--- config.mk ---
export PLATFORM = sky130hd
export DESIGN_NAME = counter_cmd_seq_flat
export DESIGN_NICKNAME = d
export VERILOG_FILES = /design/src/rtl/counter_cmd_seq_if.sv /design/src/rtl/counter_cmd_seq.sv /design/src/flat_wrapper.sv
export SDC_FILE = /design/constraint.sdc
export NUM_CORES = 1
export LEC_CHECK = 0
export ABC_CLOCK_PERIOD_IN_PS = 2800
export CAP_MARGIN = 20
export CORE_MARGIN = 2
export CORE_UTILIZATION = 50
export CTS_CLUSTER_DIAMETER = 120
export CTS_CLUSTER_SIZE = 20
export DETAILED_ROUTE_END_ITERATION = 8
export MAX_ROUTING_LAYER = met4
export PLACE_DENSITY_LB_ADDON = 0.2
export SLEW_MARGIN = 15
export SYNTH_ARGS = -nofsm -noshare
export SYNTH_HDL_FRONTEND = slang
export SYNTH_SLANG_ARGS = --single-unit
--- constraint.sdc ---
create_clock -name clk -period 2.8 [get_ports clk]
set_clock_uncertainty 0.1 [all_clocks]
set_input_delay 0.56 -clock clk [delete_from_list [all_inputs] [get_ports clk]]
set_output_delay 0.56 -clock clk [all_outputs]
set_load 0.01 [all_outputs]
--- src/rtl/counter_cmd_seq_if.sv ---
// rtl/counter_cmd_seq_if.sv - command handshake bundle for counter_cmd_seq
interface counter_cmd_seq_if;
  logic       cmd_valid;
  logic       cmd_ready;
  logic [1:0] cmd_op;
  logic [7:0] cmd_arg;

  modport master (output cmd_valid, cmd_op, cmd_arg, input cmd_ready);
  modport slave  (input cmd_valid, cmd_op, cmd_arg, output cmd_ready);
endinterface

--- src/rtl/counter_cmd_seq.sv ---
// rtl/counter_cmd_seq.sv - FIFO-buffered LOAD/UP/DOWN/HOLD sequencer driving an 8-bit up/down counter
module counter_cmd_seq #(
  parameter int DEPTH = 4
) (
  input  logic                     clk,
  input  logic                     rst_,
  counter_cmd_seq_if.slave         cmd,
  output logic                     ld_cnt_,
  output logic                     updn_cnt,
  output logic                     count_enb,
  output logic [7:0]               data_in,
  output logic                     busy,
  output logic                     done,
  output logic [$clog2(DEPTH):0]   level
);
  localparam int AW = $clog2(DEPTH);
  localparam logic [AW:0] FULL_LEVEL = (AW+1)'(DEPTH);
  localparam logic [1:0] OP_LOAD = 2'd0;
  localparam logic [1:0] OP_UP   = 2'd1;
  localparam logic [1:0] OP_DOWN = 2'd2;

  typedef enum logic [1:0] {S_IDLE, S_LOAD, S_RUN, S_HOLD} state_t;

  logic [1:0]    fifo_op  [DEPTH];
  logic [7:0]    fifo_arg [DEPTH];
  logic [AW-1:0] wr_ptr, rd_ptr;
  logic          full, push, pop;

  state_t     state, state_n;
  logic [7:0] remain, remain_n;
  logic       ld_n, updn_n, enb_n, busy_n, done_n;
  logic [7:0] data_n;
  logic [1:0] head_op;
  logic [7:0] head_arg, head_len;

  assign full          = (level == FULL_LEVEL);
  assign cmd.cmd_ready = !full;
  assign push          = cmd.cmd_valid && !full;
  // The head is taken from IDLE or on the final cycle of the running command.
  assign pop           = (level != '0) && (state == S_IDLE || done);

  always_ff @(posedge clk or negedge rst_) begin
    if (!rst_) begin
      wr_ptr <= '0;
      rd_ptr <= '0;
      level  <= '0;
    end else begin
      if (push) wr_ptr <= wr_ptr + 1'b1;
      if (pop)  rd_ptr <= rd_ptr + 1'b1;
      case ({push, pop})
        2'b10:   level <= level + 1'b1;
        2'b01:   level <= level - 1'b1;
        default: level <= level;
      endcase
    end
  end

  always_ff @(posedge clk) begin
    if (push) begin
      fifo_op[wr_ptr]  <= cmd.cmd_op;
      fifo_arg[wr_ptr] <= cmd.cmd_arg;
    end
  end

  assign head_op  = fifo_op[rd_ptr];
  assign head_arg = fifo_arg[rd_ptr];
  assign head_len = (head_arg == 8'd0) ? 8'd1 : head_arg;

  always_ff @(posedge clk or negedge rst_) begin
    if (!rst_) begin
      state     <= S_IDLE;
      remain    <= 8'd0;
      ld_cnt_   <= 1'b1;
      updn_cnt  <= 1'b0;
      count_enb <= 1'b0;
      data_in   <= 8'h00;
      busy      <= 1'b0;
      done      <= 1'b0;
    end else begin
      state     <= state_n;
      remain    <= remain_n;
      ld_cnt_   <= ld_n;
      updn_cnt  <= updn_n;
      count_enb <= enb_n;
      data_in   <= data_n;
      busy      <= busy_n;
      done      <= done_n;
    end
  end

  always_comb begin
    state_n  = state;
    remain_n = remain;
    ld_n     = 1'b1;
    enb_n    = 1'b0;
    updn_n   = updn_cnt;
    data_n   = data_in;
    busy_n   = 1'b0;
    done_n   = 1'b0;
    if (pop) begin
      busy_n = 1'b1;
      case (head_op)
        OP_LOAD: begin
          state_n  = S_LOAD;
          ld_n     = 1'b0;
          data_n   = head_arg;
          remain_n = 8'd0;
          done_n   = 1'b1;
        end
        OP_UP, OP_DOWN: begin
          // N=0 still spends one cycle so done pulses, but with the counter disabled.
          state_n  = S_RUN;
          updn_n   = (head_op == OP_UP);
          enb_n    = (head_arg != 8'd0);
          remain_n = head_len - 8'd1;
          done_n   = (head_len == 8'd1);
        end
        default: begin
          state_n  = S_HOLD;
          remain_n = head_len - 8'd1;
          done_n   = (head_len == 8'd1);
        end
      endcase
    end else if (state != S_IDLE) begin
      if (done) begin
        state_n = S_IDLE;
      end else begin
        busy_n   = 1'b1;
        enb_n    = (state == S_RUN);
        remain_n = remain - 8'd1;
        done_n   = (remain == 8'd1);
      end
    end
  end
endmodule

--- src/flat_wrapper.sv ---
// flat-port wrapper written by rule: the top's interface ports become plain ports
module counter_cmd_seq_flat 
#(
  parameter int DEPTH = 4
)
  (clk, rst_, ld_cnt_, updn_cnt, count_enb, data_in, busy, done, level, cmd_cmd_valid, cmd_cmd_op, cmd_cmd_arg, cmd_cmd_ready);
  counter_cmd_seq_if cmd_i ();
  input  logic clk;
  input  logic rst_;
  output logic ld_cnt_;
  output logic updn_cnt;
  output logic count_enb;
  output logic [7:0] data_in;
  output logic busy;
  output logic done;
  output logic [$clog2(DEPTH):0] level;
  input wire logic [$bits(cmd_i.cmd_valid)-1:0] cmd_cmd_valid;
  input wire logic [$bits(cmd_i.cmd_op)-1:0] cmd_cmd_op;
  input wire logic [$bits(cmd_i.cmd_arg)-1:0] cmd_cmd_arg;
  output wire logic [$bits(cmd_i.cmd_ready)-1:0] cmd_cmd_ready;
  assign cmd_i.cmd_valid = cmd_cmd_valid;
  assign cmd_i.cmd_op = cmd_cmd_op;
  assign cmd_i.cmd_arg = cmd_cmd_arg;
  assign cmd_cmd_ready = cmd_i.cmd_ready;
  counter_cmd_seq #(.DEPTH(DEPTH)) u_core (.clk(clk), .rst_(rst_), .cmd(cmd_i), .ld_cnt_(ld_cnt_), .updn_cnt(updn_cnt), .count_enb(count_enb), .data_in(data_in), .busy(busy), .done(done), .level(level));
endmodule
==> run_results.csv, run 1 <==
group,metric,value,unit
cells_and_area,nets,284,
timing,setup_tns,0,ns
timing,tightest_slew,0.645,ns
cts,cts_tree,"done",
min_path,holdCritPathClass,"register to register",
logic_synthesis,synth.net_count,240,
setup_path,slowest_delay,0.64,ns
setup_path,cpLargestDelayFamily,"simple AND/OR/NAND/NOR gates",
pwr,power_density,1140,nW/µm²
die,dieArea,6900,µm²
timing,hold_viol_final,0,
timing,hold_ws,0.406,ns
cts,cts-root-buf,"clkbuf_8",
place,portBuffers,29,
cts,cts_sinks,70,
logic_synthesis,ys.flop_type,"edfxtp_1",
die,die_w,83.0,µm
setup_path,worstSetupPathType,"register to register",
timing,fmax,384,MHz
route,drt_wl_total,5410,µm
grt,grtUsageMet1,22.3,%
grt,grt_pass1_wl,9200,µm
route,vias_per_cell,5.33,
setup_path,worstSetupStartpoint,"u_core.rd_ptr[0]$_DFFE_PN0P_",
logic_synthesis,yosys_warnings,0,
die,start_util,52.2,%
logic_synthesis,synthCells,214,
cells_and_area,syn_to_final_growth,20.4,%
flow_run,max-cap-violations,0,
cts,cts.clk_slew.worst_paths,0.07,ns
timing,final.min_clock_period,2.60,ns
logic_synthesis,synth_top_cell_by_area,"edfxtp_1",
setup_path,worstPathArrival,2.73,ns
cts,htree_levels,3,
grt,grtUsageMet2,27.0,%
route,ant_nets,0,
setup_path,cp_slowest_cell,"mux4_1",
cts,postCtsHoldBufs,0,
route,routed-via-count,1803,
route,firstDrtPassIters,5,
cts,cts_buffers,9,
timing,period_share,92.9,%
logic_synthesis,synth_commonest_cells,"edfxtp_1 (40), dfrtp_1 (29), inv_1 (15)",
logic_synthesis,avgSynthCellArea,14.6,µm²
logic_synthesis,syn_area,3120,µm²
logic_synthesis,ys_ff_latch,70,
setup_path,r2r_start,"u_core.rd_ptr[0]$_DFFE_PN0P_",
logic_synthesis,synthMostInstantiatedCell,"edfxtp_1",
logic_synthesis,async_flop_share,42.9,%
setup_path,endpoint_kind,"register",
cts,worstSkewPairLatency,0.34,ns
logic_synthesis,synth_edf_count,40,
cells_and_area,n_antenna_cell,0,
run_status,status,"completed",
timing,relSlewSlack,56.9,%
cts,cts_buffer_depth,2,
setup_path,crit_fanout,4,
cells_and_area,nFillCells,470,
setup_path,crit_chain,"buf_4, mux4_1, nor4_4, and2_4, nor2_2, ha_1, nor3b_1, nand2_1, xor2_1, o21ai_0",
grt,grt_pass1_vias,1863,
route,drc,0,
pwr,irDropWorstVdd,0.000519,V
grt,overflow,0,
logic_synthesis,yosys-top-cells-area,"edfxtp_1 (38%), dfrtp_1 (23%), ha_1 (4.8%)",
die,num_rows,28,
pwr,p_leak,1.47,nW
logic_synthesis,ys_seq_area_share,62.5,%
timing,setup-violations-final,0,
route,wire_per_inst,16.0,µm
cells_and_area,drive_above_1_share,17.5,%
setup_path,cp.required,2.92,ns
die,core_area,5990,µm²
grt,antenna_found_initial,0,
timing,rsz0062_at_grt,"no",
place,place_congestion,0.780,
route,first_iter_violations,98,
die,die_h,83.0,µm
grt,grt_max_degree,31,
grt,use_met3,3.68,%
grt,gr-usage-all-layers,17.7,%
min_path,hold_start,"u_core.data_in[1]$_DFFE_PN0P_",
setup_path,worstSetupStartpointType,"register",
setup_path,worst-path-buf-inv,1,
logic_synthesis,ys_types,44,
timing,drv_slew,0,
die,ios,30,
cells_and_area,utilization,62.8,%
logic_synthesis,synth_top_area_share,38.4,%
place,dpl.hpwl,3790,µm
grt,grt.busiest_layer,"met2",
-- flip-flops by register name (all words and copies together), names as in the netlist --
register	cells
u_core.rd_ptr	2
u_core.updn_cnt	1
u_core.data_in	8
u_core.remain	8
u_core.fifo_arg	32
u_core.ld_cnt_	1
u_core.count_enb	1
u_core.done	1
u_core.level	3
u_core.state	2
u_core.fifo_op	8
u_core.busy	1
u_core.wr_ptr	2
-- placed cells by master (no fill, tap or decap), drive strengths merged, types with 3 or more instances in the layout --
master         instances
a21oi                  4
and2                   3
and3                   4
buf                    9
clkbuf                 9
clkdlybuf4s50         29
clkinv                 4
dfrtp                 29
edfxtp                40
ha                    12
inv                   15
mux2                   8
mux4                  10
nand2                 11
nand2b                 3
nand3                  4
nor2                  12
nor3                   3
nor4                   5
o21ai                 12
xnor2                  5
xor2                   4
-- metal layers --
metal | part of all wire, % | vias up
met4 | 1.7 | 0
met1 | 48 | 880
li1 | - | 879
met5 | 0 | -
met2 | 48 | 36
met3 | 3.0 | 8
-- cells by family (layout without fill, tap and decap cells) --
family / count (synthesis) / after routing / synth area share [%]
XOR/XNOR: 9 / 9 / 2.52
adder cells (fa/ha/maj): 13 / 13 / 5.45
flip-flops: 70 / 70 / 62.5
multiplexers: 19 / 19 / 11.0
buffers and inverters: 20 / 69 / 2.68
AND/OR/NAND/NOR: 52 / 52 / 9.57
AO/OA/AOI/OAI: 31 / 31 / 6.25
-- worst register-to-register path, delay by kind of cell, from the launching register on --
kind / cells / cell delay (ns)
buffers and inverters: 1 / 0.13
adders and majority gates: 1 / 0.20
AOI/OAI and AO/OA: 1 / 0.08
DFF: 1 / 0.41
and+or+nand+nor: 5 / 0.78
muxes: 1 / 0.65
xor gates and xnor gates: 1 / 0.14
-- where the power goes --
group | switching, W | total, W | internal [W]
logic | 0.000899 | 0.00178 | 0.000880
clock network | 0.000370 | 0.000864 | 0.000495
registers | 0.000223 | 0.00166 | 0.00144
total | 0.00149 | 0.00431 | 0.00281
-- final cells by class --
class | count | area (µm²) | share of cell area [%]
multi-input combinational | 124 | 1080 | 28.8
inverter | 15 | 56.3 | 1.50
clock buffer | 9 | 124 | 3.29
clock inverter | 7 | 88.8 | 2.36
tap | 75 | 93.8 | 2.49
timing repair buffer | 38 | 362 | 9.61
sequential | 70 | 1950 | 51.9
-- metrics by stage --
stage	instances	power (W)	instance area, µm²	setup WS, ns
floorplan	214	0.00285	3120	0.269
detailed placement	320	0.00345	3530	0.0228
finish	338	0.00431	3760	0.199
global placement	320	0.00341	3530	0.121
CTS	336	0.00432	3750	0.0136
global route	338	0.00462	3760	0.0154
-- path summary, 6_finish.rpt --
kind | endpoint | slack, ns | depth (start not counted)
worst max-delay path | u_core.remain[6]$_DFFE_PN0P_ | 0.20 | 10
worst min-delay path | u_core.data_in[1]$_DFFE_PN0P_ | 0.41 | 2
worst max register to register | u_core.remain[6]$_DFFE_PN0P_ | 0.20 | 10
worst min register to register | u_core.data_in[1]$_DFFE_PN0P_ | 0.41 | 2
max in group asynchronous | u_core.ld_cnt_$_DFF_PN1_ | 1.76 | 2
min in group asynchronous | u_core.level[0]$_DFFE_PN0P_ | 0.52 | 2
-- timing repair --
| item | in CTS | in global routing |
|---|---|---|
| endpoints found under the setup margin | 0 | 4 |
| resized for setup | 0 | 3 |
| endpoints found under the hold margin | 0 | 0 |
| setup buffers | 0 | 2 |
Power figures use the tool's default switching activity.
==> run 2, diff against run 1 <==
--- a/config.mk
+++ b/config.mk
@@ -7,7 +7,7 @@
 export LEC_CHECK = 0
 export ABC_CLOCK_PERIOD_IN_PS = 2800
 export CAP_MARGIN = 20
-export CORE_MARGIN = 2
+export CORE_MARGIN = 3
 export CORE_UTILIZATION = 50
 export CTS_CLUSTER_DIAMETER = 120
 export CTS_CLUSTER_SIZE = 20
==> run 2 against run 1 <==
  * Worst setup slack worse by 0.0020 ns
  * Sequential power about the same
  * Count of clock-buffer cells in the layout is 2 higher
  * Global-route usage is 0.88 points lower
  * Non-clock buffer count fell by 1
  * Critical path depth decreased by 1
  * Wire length decreased by 3.1%
  * Power down 2.5%
  * Flip-flop and latch count unchanged
  * First-iteration DRC count is 24% higher
  * Hold slack hardly changed
  * Highest routed layer unchanged
==> run_results.csv, run 2 (synthesized netlist as in run 1, its figures left out) <==
group,metric,value,unit
die,start_util,52.2,%
route,drt_wl_total,5240,µm
die,core_area,5990,µm²
cts,cts_buffers,9,
setup_path,reg2regPathDepth,9,
grt,overflow,0,
grt,antenna_found_initial,0,
timing,hold_ws,0.406,ns
cells_and_area,nets,283,
route,wire_per_inst,15.5,µm
flow_run,max-cap-violations,0,
route,firstDrtPassIters,4,
grt,gr-usage-all-layers,16.8,%
cells_and_area,n_antenna_cell,0,
timing,fmax,384,MHz
setup_path,worst-path-buf-inv,0,
setup_path,crit_cells,9,
timing,drv_slew,0,
route,ant_nets,0,
cts,worstSkewPairLatency,0.33,ns
setup_path,slowest_delay,0.69,ns
route,routed-via-count,1816,
setup_path,cp_slowest_cell,"mux4_1",
cells_and_area,final_common_cell,"edfxtp_1",
setup_path,r2r_start,"u_core.rd_ptr[0]$_DFFE_PN0P_",
cts,htree_levels,3,
cts,cts.clk_slew.worst_paths,0.07,ns
grt,grt_max_degree,31,
grt,grt_pass1_wl,9140,µm
route,vias_per_cell,5.39,
setup_path,worstSetupPathType,"register to register",
place,place_congestion,0.766,
timing,setup_tns,0,ns
timing,hold_viol_final,0,
pwr,irDropWorstVdd,0.000473,V
die,die_w,85.0,µm
die,die_h,85.0,µm
timing,final.min_clock_period,2.60,ns
setup_path,endpoint_kind,"register",
setup_path,cp.required,2.95,ns
pwr,p_leak,1.45,nW
route,first_iter_violations,122,
grt,grt_pass1_vias,1887,
pwr,power_density,1120,nW/µm²
timing,relSlewSlack,58.2,%
setup_path,worstSetupStartpoint,"u_core.rd_ptr[0]$_DFFE_PN0P_",
run_status,status,"completed",
setup_path,endpoint,"u_core.remain[4]$_DFFE_PN0P_",
setup_path,reg2reg_slack,0.20,ns
die,dieArea,7230,µm²
die,num_rows,28,
cts,cts_sinks,70,
place,dpl.hpwl,3770,µm
place,pre_cts_ws,0.0465,ns
setup_path,cpLargestDelayFamily,"simple AND/OR/NAND/NOR gates",
timing,rsz0062_at_grt,"no",
timing,period_share,93.0,%
timing,setup-violations-final,0,
min_path,holdCritPathClass,"register to register",
setup_path,crit_fanout,5,
setup_path,worstSetupStartpointType,"register",
cells_and_area,drive_above_1_share,16.8,%
cells_and_area,syn_to_final_growth,19.6,%
route,drc,0,
cts,cts_tree,"done",
setup_path,timing.rr.end,"u_core.remain[4]$_DFFE_PN0P_",
timing,tightest_slew,0.626,ns
cells_and_area,final_cell_mix,"edfxtp_1 (40), clkdlybuf4s50_1 (29), dfrtp_1 (28)",
timing,fin_ws,0.197,ns
setup_path,crit_chain,"mux4_1, nor4_4, and2_4, nor2_2, ha_1, nor3b_1, xor2_1, nand2_1, a21oi_1",
cts,cts-root-buf,"clkbuf_8",
place,portBuffers,29,
setup_path,worstPathArrival,2.75,ns
cells_and_area,largest_register_ff_count,32,
cts,cts_buffer_depth,2,
cells_and_area,regMostFlops,"u_core.fifo_arg",
die,ios,30,
## run 2: final cells by class
cell class | count | area [µm²]
Fill cell | 463 | 2250
Sequential cell | 70 | 1950
Multi-Input combinational cell | 124 | 1090
Timing Repair Buffer | 37 | 354
Clock buffer | 11 | 131
Tap cell | 75 | 93.8
Clock inverter | 5 | 60.1
Inverter | 15 | 56.3
## run 2: what timing repair did
item                                    in CTS  in global routing
hold buffers                                 0                  0
endpoints found under the setup margin       0                  3
resized for setup                            0                  2
hold endpoints to repair                     0                  0
buffers inserted                             0                  1
## run 2: worst min-delay path by stage
stage	startpoint	to	slack (ns)	cells after the start
finish	u_core.data_in[7]$_DFFE_PN0P_	u_core.data_in[7]$_DFFE_PN0P_	0.41	1
global route	u_core.data_in[1]$_DFFE_PN0P_	u_core.data_in[1]$_DFFE_PN0P_	0.43	2
CTS	u_core.data_in[1]$_DFFE_PN0P_	u_core.data_in[1]$_DFFE_PN0P_	0.41	2
detailed placement	u_core.data_in[1]$_DFFE_PN0P_	u_core.data_in[1]$_DFFE_PN0P_	0.39	2
global placement	u_core.data_in[1]$_DFFE_PN0P_	u_core.data_in[1]$_DFFE_PN0P_	0.38	2
floorplan	rst_	u_core.busy$_DFF_PN0_	0.16	0
## run 2: through the flow
step	instances	power, W	cell area, µm²	utilization (%)
floorplan	214	0.00285	3120	-
global placement	320	0.00340	3530	59.0
detailed placement	320	0.00344	3530	59.0
CTS	336	0.00423	3720	62.2
global route	337	0.00454	3740	62.4
finish	337	0.00420	3740	62.4
## run 2: power breakdown
group / switching (W) / total (W) / internal (W)
Combinational: 0.000889 / 0.00176 / 0.000875
Clock: 0.000357 / 0.000770 / 0.000413
Sequential: 0.000223 / 0.00166 / 0.00144
## run 2: metal layers
metal  wire length [µm]  vias up  share of wire, %  GRT usage (%)
li1                   -      884                 -              -
met1               2450      883                47           22.7
met2               2520       42                48           25.4
met3                221        7               4.2           4.47
met4                 47        0              0.90           4.75
met5                  0        -                 0              -
## run 2: worst reg2reg max path: cells and delay by family, from the launching register on
family | cells | cell delay, ns
flip-flops | 1 | 0.43
AO/OA/AOI/OAI | 1 | 0.15
XOR/XNOR | 1 | 0.15
adder cells (fa/ha/maj) | 1 | 0.19
AND/OR/NAND/NOR | 5 | 0.83
multiplexers | 1 | 0.69
